**config.mk**
```make
export PLATFORM = sky130hd
export DESIGN_NAME = ft245_sync_xfer
export DESIGN_NICKNAME = d
export VERILOG_FILES = /design/src/rtl/ft_fifo_pkg.sv /design/src/rtl/ft245_sync_xfer.sv
export SDC_FILE = /design/constraint.sdc
export NUM_CORES = 1
export LEC_CHECK = 0
export ABC_AREA = 1
export CAP_MARGIN = 20
export CORE_MARGIN = 2
export CORE_UTILIZATION = 41
export DETAILED_ROUTE_END_ITERATION = 16
export PLACE_DENSITY = 0.93
export SLEW_MARGIN = 5
export SYNTH_ARGS = -nofsm -noshare
export SYNTH_HDL_FRONTEND = slang
export SYNTH_SLANG_ARGS = --single-unit
```
**constraint.sdc**
```tcl
create_clock -name clk -period 2.5 [get_ports clk]
set_clock_uncertainty 0.05 [all_clocks]
set_input_delay 0.5 -clock clk [delete_from_list [all_inputs] [get_ports clk]]
set_output_delay 0.5 -clock clk [all_outputs]
set_load 0.01 [all_outputs]
```
**src/rtl/ft_fifo_pkg.sv**
```systemverilog
// rtl/ft_fifo_pkg.sv - shared constants for the FT245 synchronous FIFO transfer engine
package ft_fifo_pkg;

    localparam logic [1:0] ST_IDLE  = 2'd0;
    localparam logic [1:0] ST_RD_OE = 2'd1;
    localparam logic [1:0] ST_RD    = 2'd2;
    localparam logic [1:0] ST_WR    = 2'd3;

    localparam logic DIR_READ  = 1'b0;
    localparam logic DIR_WRITE = 1'b1;

    localparam int MAX_BURST_DEFAULT = 64;

endpackage

```
**src/rtl/ft245_sync_xfer.sv**
```systemverilog
// rtl/ft245_sync_xfer.sv - FT2232H synchronous FIFO burst engine between USB and FIFOs A/B
module ft245_sync_xfer
    import ft_fifo_pkg::*;
#(
    parameter int MAX_BURST = MAX_BURST_DEFAULT
) (
    input  logic       clk,
    input  logic       rst,
    input  logic       D1,
    input  logic       D2,
    input  logic       RXF,
    input  logic       TXE,
    input  logic       FFA,
    input  logic       EFB,
    input  logic [7:0] DIN,
    output logic [7:0] DOUT,
    output logic       DOE,
    output logic       OE_N,
    output logic       RD_N,
    output logic       WR_N,
    output logic       WEA,
    output logic [7:0] DA,
    output logic       REB,
    input  logic [7:0] QB
);

    localparam int CW = $clog2(MAX_BURST + 1);
    localparam logic [CW-1:0] LAST = CW'(MAX_BURST - 1);

    logic [1:0]    state;
    logic          last_dir;
    logic [CW-1:0] cnt;
    logic          rd_act;
    logic          wr_act;
    logic          rd_byte;
    logic          wr_byte;
    logic          last_byte;

    // Byte-moving conditions ignore rst; the strobes below are additionally gated by it
    assign rd_byte   = ~RXF & ~FFA;
    assign wr_byte   = ~TXE & ~EFB;
    assign last_byte = (cnt == LAST);

    assign rd_act = (state == ST_RD) & ~rst;
    assign wr_act = (state == ST_WR) & ~rst;

    assign OE_N = ~((state == ST_RD_OE) | (state == ST_RD));
    assign DOE  = (state == ST_WR);
    assign DOUT = (state == ST_WR) ? QB : 8'h00;
    assign DA   = DIN;
    assign RD_N = rd_act ? FFA : 1'b1;
    assign WEA  = rd_act & rd_byte;
    assign WR_N = wr_act ? EFB : 1'b1;
    assign REB  = wr_act & wr_byte;

    always_ff @(posedge clk) begin
        if (rst) begin
            state    <= ST_IDLE;
            last_dir <= DIR_WRITE;
            cnt      <= '0;
        end else begin
            case (state)
                ST_IDLE: begin
                    cnt <= '0;
                    // Under contention, alternate away from the previous direction
                    if (D1 && (!D2 || last_dir == DIR_WRITE)) begin
                        state <= ST_RD_OE;
                    end else if (D2) begin
                        state <= ST_WR;
                    end
                end
                ST_RD_OE: begin
                    state <= ST_RD;
                end
                ST_RD: begin
                    if (rd_byte) begin
                        cnt <= cnt + 1'b1;
                    end
                    if (RXF || FFA || (rd_byte && last_byte)) begin
                        state    <= ST_IDLE;
                        last_dir <= DIR_READ;
                    end
                end
                default: begin
                    if (wr_byte) begin
                        cnt <= cnt + 1'b1;
                    end
                    if (TXE || EFB || (wr_byte && last_byte)) begin
                        state    <= ST_IDLE;
                        last_dir <= DIR_WRITE;
                    end
                end
            endcase
        end
    end

endmodule

```
Word-level counts from Yosys, hierarchy flattened
Cells that the tools add are included.

Word-level logic and storage cells: 57. Bits of input ports: 24. Output and inout bits: 22. Flip-flop bits (word level): 10.

Bitwise gates (word level): 15. Equality and inequality tests: 7. Mux-type cells: 14. $add $sub $neg: 1. Reduce and logical (&&, ||, !) cells: 17.

Operators with widths (number): 7-bit one-hot mux with 3 select lines (1); 7-bit 2-to-1 mux (2); 3-bit AND reduction (3); 2-bit 2-to-1 mux (4); 8-bit 2-to-1 mux (1); 1-bit NOT (8); 7-bit by 1-bit adder with 7-bit output (second input constant) (1); 7-bit by 6-bit equality test with 1-bit output (second input constant) (1); 1-bit AND (6); 2-bit one-hot mux with 3 select lines (1); 1-bit logical OR (5); 2-bit equality test (second input constant) (2); 1-bit 2-to-1 mux (4); 4-bit nonzero test (1); 1-bit logical AND (3); 3-bit inequality test (second input constant) (1); 3-bit nonzero test (1); 2-bit by 1-bit equality test with 1-bit output (second input constant) (1); 2-bit logical NOT (1); 2-bit by 1-bit inequality test with 1-bit output (second input constant) (1); 2-bit inequality test (second input constant) (1); 1-bit one-hot mux with 2 select lines (1); 2-bit nonzero test (1); 2-bit OR reduction (1); other kinds (2) (2).

Longest topological paths before layout
Depth in word-level cells: 6. Depth in mapped cells: 9. Depth with buffers taken out: 9.

Worst setup path before layout
No wires, ideal clock.

Path type: flip-flop to output port. Start: register state[0]. End: output port REB. Path buffers: 1. Path slack: 0.715 ns. Arrival: 1.235 ns. Stages on the path, launching flop included: 5. Path through: dfxtp_1 -> ha_1 -> clkbuf_1 -> nand3b_1 -> nor2_1.

Word-level cells in the longest chain between the ends: 3.

Ends and longest elaborated chain: start, declared (RTL line ft245_sync_xfer.sv:30) `logic [1:0] state;`; start signal, assigned (RTL line ft245_sync_xfer.sv:58) `state <= ST_IDLE;`; start signal, assigned (RTL line ft245_sync_xfer.sv:67) `state <= ST_RD_OE;`; start signal, assigned (RTL line ft245_sync_xfer.sv:69) `state <= ST_WR;`; 2-bit equality test; named net DOE (RTL line ft245_sync_xfer.sv:17) `output logic DOE,`; 1-bit AND (RTL line ft245_sync_xfer.sv:45) `assign wr_act = (state == ST_WR) & ~rst;`; 1-bit AND (RTL line ft245_sync_xfer.sv:54) `assign REB = wr_act & wr_byte;`; end, declared (RTL line ft245_sync_xfer.sv:23) `output logic REB,`.

The timed path passes the listed nets, and every way through them passes these cells.

Worst setup path after layout
Start: input port rst. End: output port REB.

Word-level cells in the longest chain between the ends: 3.

Ends and longest elaborated chain: start, declared (RTL line ft245_sync_xfer.sv:8) `input logic rst,`; 1-bit NOT (RTL line ft245_sync_xfer.sv:45); 1-bit AND (RTL line ft245_sync_xfer.sv:45); 1-bit AND (RTL line ft245_sync_xfer.sv:54).

No other way between the ends.

==> run metrics <==
status=complete, no violations; Final Hold Viols=0; reg2reg setup slack=960 ps; DRC=0; FF-to-FF End=state[1]$_SDFFE_PP0P_; Tmin final=2374 ps; Vias per Instance=4.754; CTS tree=yes; CP Launch Type=input port; Port Buffers=29; H-tree depth=1; initial DRC count=13; Final Max Tran Viols=0; final setup fails=0; Fillers=just under 200; Tightest Hold Check Type=reg -> reg; total power=between 0.8 and 0.9 mW; placed cell count=approximately 180; top cell type's share of synthesized area=a little under a quarter; RSZ-0062 raised after global routing=false; hold buffers post-CTS=0; Starting Density=around 43%; CP Buf/Inv Count=3; Yosys top cell by area=dfxtp_1; FP Rows=16; crit path capture type=primary output; wire per inst=approximately 11 µm; CP max stage cell=clkdlybuf4s50_1; Max Clk Rate=between 0.4 and 0.5 GHz; dpl hpwl=1648 µm; initial antenna violation count=0; Area Growth Syn to Fin=35.83%; post-route antenna net violation count=0; Die Y=49.12 µm; Synth cell types=22; fraction of registers with async set/reset=0%; max cap viols=0; Num CTS Buffers=3; VDD IR max=0.4716 mV; Tot GR Track Use=18.20%; WHS Endpoint=cnt[6]$_SDFFE_PP0P_; top cells by count, synth=nand2_1 (34), inv_1 (21), nor2_1 (14); Worst setup startpoint=rst; Top Ports=between 40 and 50; top cells by area, synth=dfxtp_1 (24%), nand2_1 (15%), inv_1 (9.4%), buf_4 (8.1%), ha_1 (7.5%); synth warn=0; Synth Instances=~130; count of state elements after synthesis=10; Cell Chain, Critical Path=clkdlybuf4s50_1 -> inv_2 -> nand3b_1 -> nor2_1 -> clkdlybuf4s50_1; most frequent CP cell=clkdlybuf4s50_1; Slew @ Worst Pin=just under 400 ps; delay of the slowest cell on the worst path=~540 ps; Worst R2R Start=state[1]$_SDFFE_PP0P_; Setup Fix Bufs, Post-CTS=0; hold_sp=cnt[6]$_SDFFE_PP0P_; largest net degree at the start of global routing=11; Pwr per Cell Area=approximately 750 mW/mm²; worst-case reg-to-reg path depth=8; Final Cycle Share=94.96%; Slew headroom=about three quarters; remaining global-route overflow=0; critical-path maximum fanout=6; # clock sinks=10; Clock Latency Late Sink=260 ps; syn avg cell area=about 6.3 µm²; register area share after synthesis=between 20% and 30%; ys flop type=dfxtp_1; Vias=a little under 900; Worst EP required=between 1500 and 2000 ps; die area=about 0.0024 mm²; hold-critical path depth=2; final wirelength=between 1500 and 2000 µm; Max Root-Sink Buffers=2; Arr. time, crit path=1820 ps; Post-synth EDFFs=0; drt pass-1 iters=6; Core ar.=roughly 0.002 mm²; width of the die=49.12 µm; Fin Setup TNS=0 ps; ant diodes=0; most frequent cell after synthesis=nand2_1; Syn Nets=around 160; first-pass GRT wire length=about 3500 µm; vias in the first global route=approximately 900; placer's final routability congestion estimate=just under 0.9; clk root buf=clkbuf_4; CP top delay family=buffers and inverters; Setup Crit Path Kind=in -> out; share of post-route cells with drive strength above 1=approximately an eighth; fin nets=~190; clock-pin slew on the worst setup and hold paths=70 ps; Finished Layout Cells=183; Mapped Area=roughly 830 µm²; Pleak=0.5402 nW
[routing by layer]
| layer | part of all wire, % | GRT usage (%) | routed length, µm | vias to the layer above |
|---|---|---|---|---|
| met2 | 53 | 35.14 | 1062 | 38 |
| met3 | 7.0 | 4.601 | 140 | 3 |
| met5 | 0 | 0 | 0 | - |
| met4 | 0.70 | 4.286 | 14 | 0 |
| met1 | 39 | 19.32 | 780 | 381 |
| li1 | - | - | - | 448 |
[power breakdown]
part	switching, mW	internal, mW	total (mW)
logic	0.276	0.204	0.480
registers	0.0368	0.191	0.228
clock network	0.0571	0.0884	0.146
[per-stage QoR]
step                hold slack, ps  util, %  setup slack, ps  instance area, µm²
floorplan                    373.6        -            715.2               834.6
finish                       441.7    58.38            126.1                1134
CTS                          444.8    58.25            60.48                1131
global placement             410.5    56.38            102.1                1095
detailed placement           432.0    56.38            67.21                1095
global route                 476.3    58.38            60.05                1134
[cells by family after synthesis]
kind of cell,synth area share [%]
compound gates,6.896
fa+ha+maj,7.496
buf+inv,18.44
flops,23.99
simple gates,42.13
xor+xnor,1.050
[area by class of cell]
cell class	instances	area (µm²)	share of cell area (%)
repair buffers	30	297.8	26.27
well taps	27	33.78	2.980
inverters	22	82.58	7.285
clock buffers	4	36.28	3.201
multi-input cells	90	483.0	42.60
flip-flops and latches	10	200.2	17.66
[repair_timing]
action	in CTS	in global routing
gates resized for setup	0	2
endpoints found under the hold margin	0	0
setup endpoints to repair	0	1
[placed cells by master (no fill, tap or decap), drive strengths merged, types with 2 or more instances in the layout]
| cell | count |
|---|---|
| dfxtp | 10 |
| inv | 22 |
| nand4 | 2 |
| clkbuf | 4 |
| clkdlybuf4s50 | 29 |
| nand3 | 12 |
| o21ai | 4 |
| nor2 | 18 |
| ha | 5 |
| a21oi | 6 |
| nand2 | 39 |
[worst register-to-register path, cell delays in order, from the launching register on]
cell,delay (ps)
dfxtp_1,410
inv_1,120
ha_1,340
nor2_1,180
nand3_1,110
nand3_2,90
nand2_1,50
nand2_1,50
nor2_1,40
[state kept, by name, summed over array words and instances, names as in the netlist]
register / count
cnt: 7
state: 2
last_dir: 1
[worst max path at each step]
stage | to | slack (ps) | cells after the start
final | REB | 130 | 5
after global routing | REB | 60 | 5
after CTS | REB | 60 | 5
after detailed placement | REB | 70 | 5
after global placement | REB | 100 | 5
after floorplan | REB | 720 | 4
Note: power is estimated with default switching activity, not from simulation.
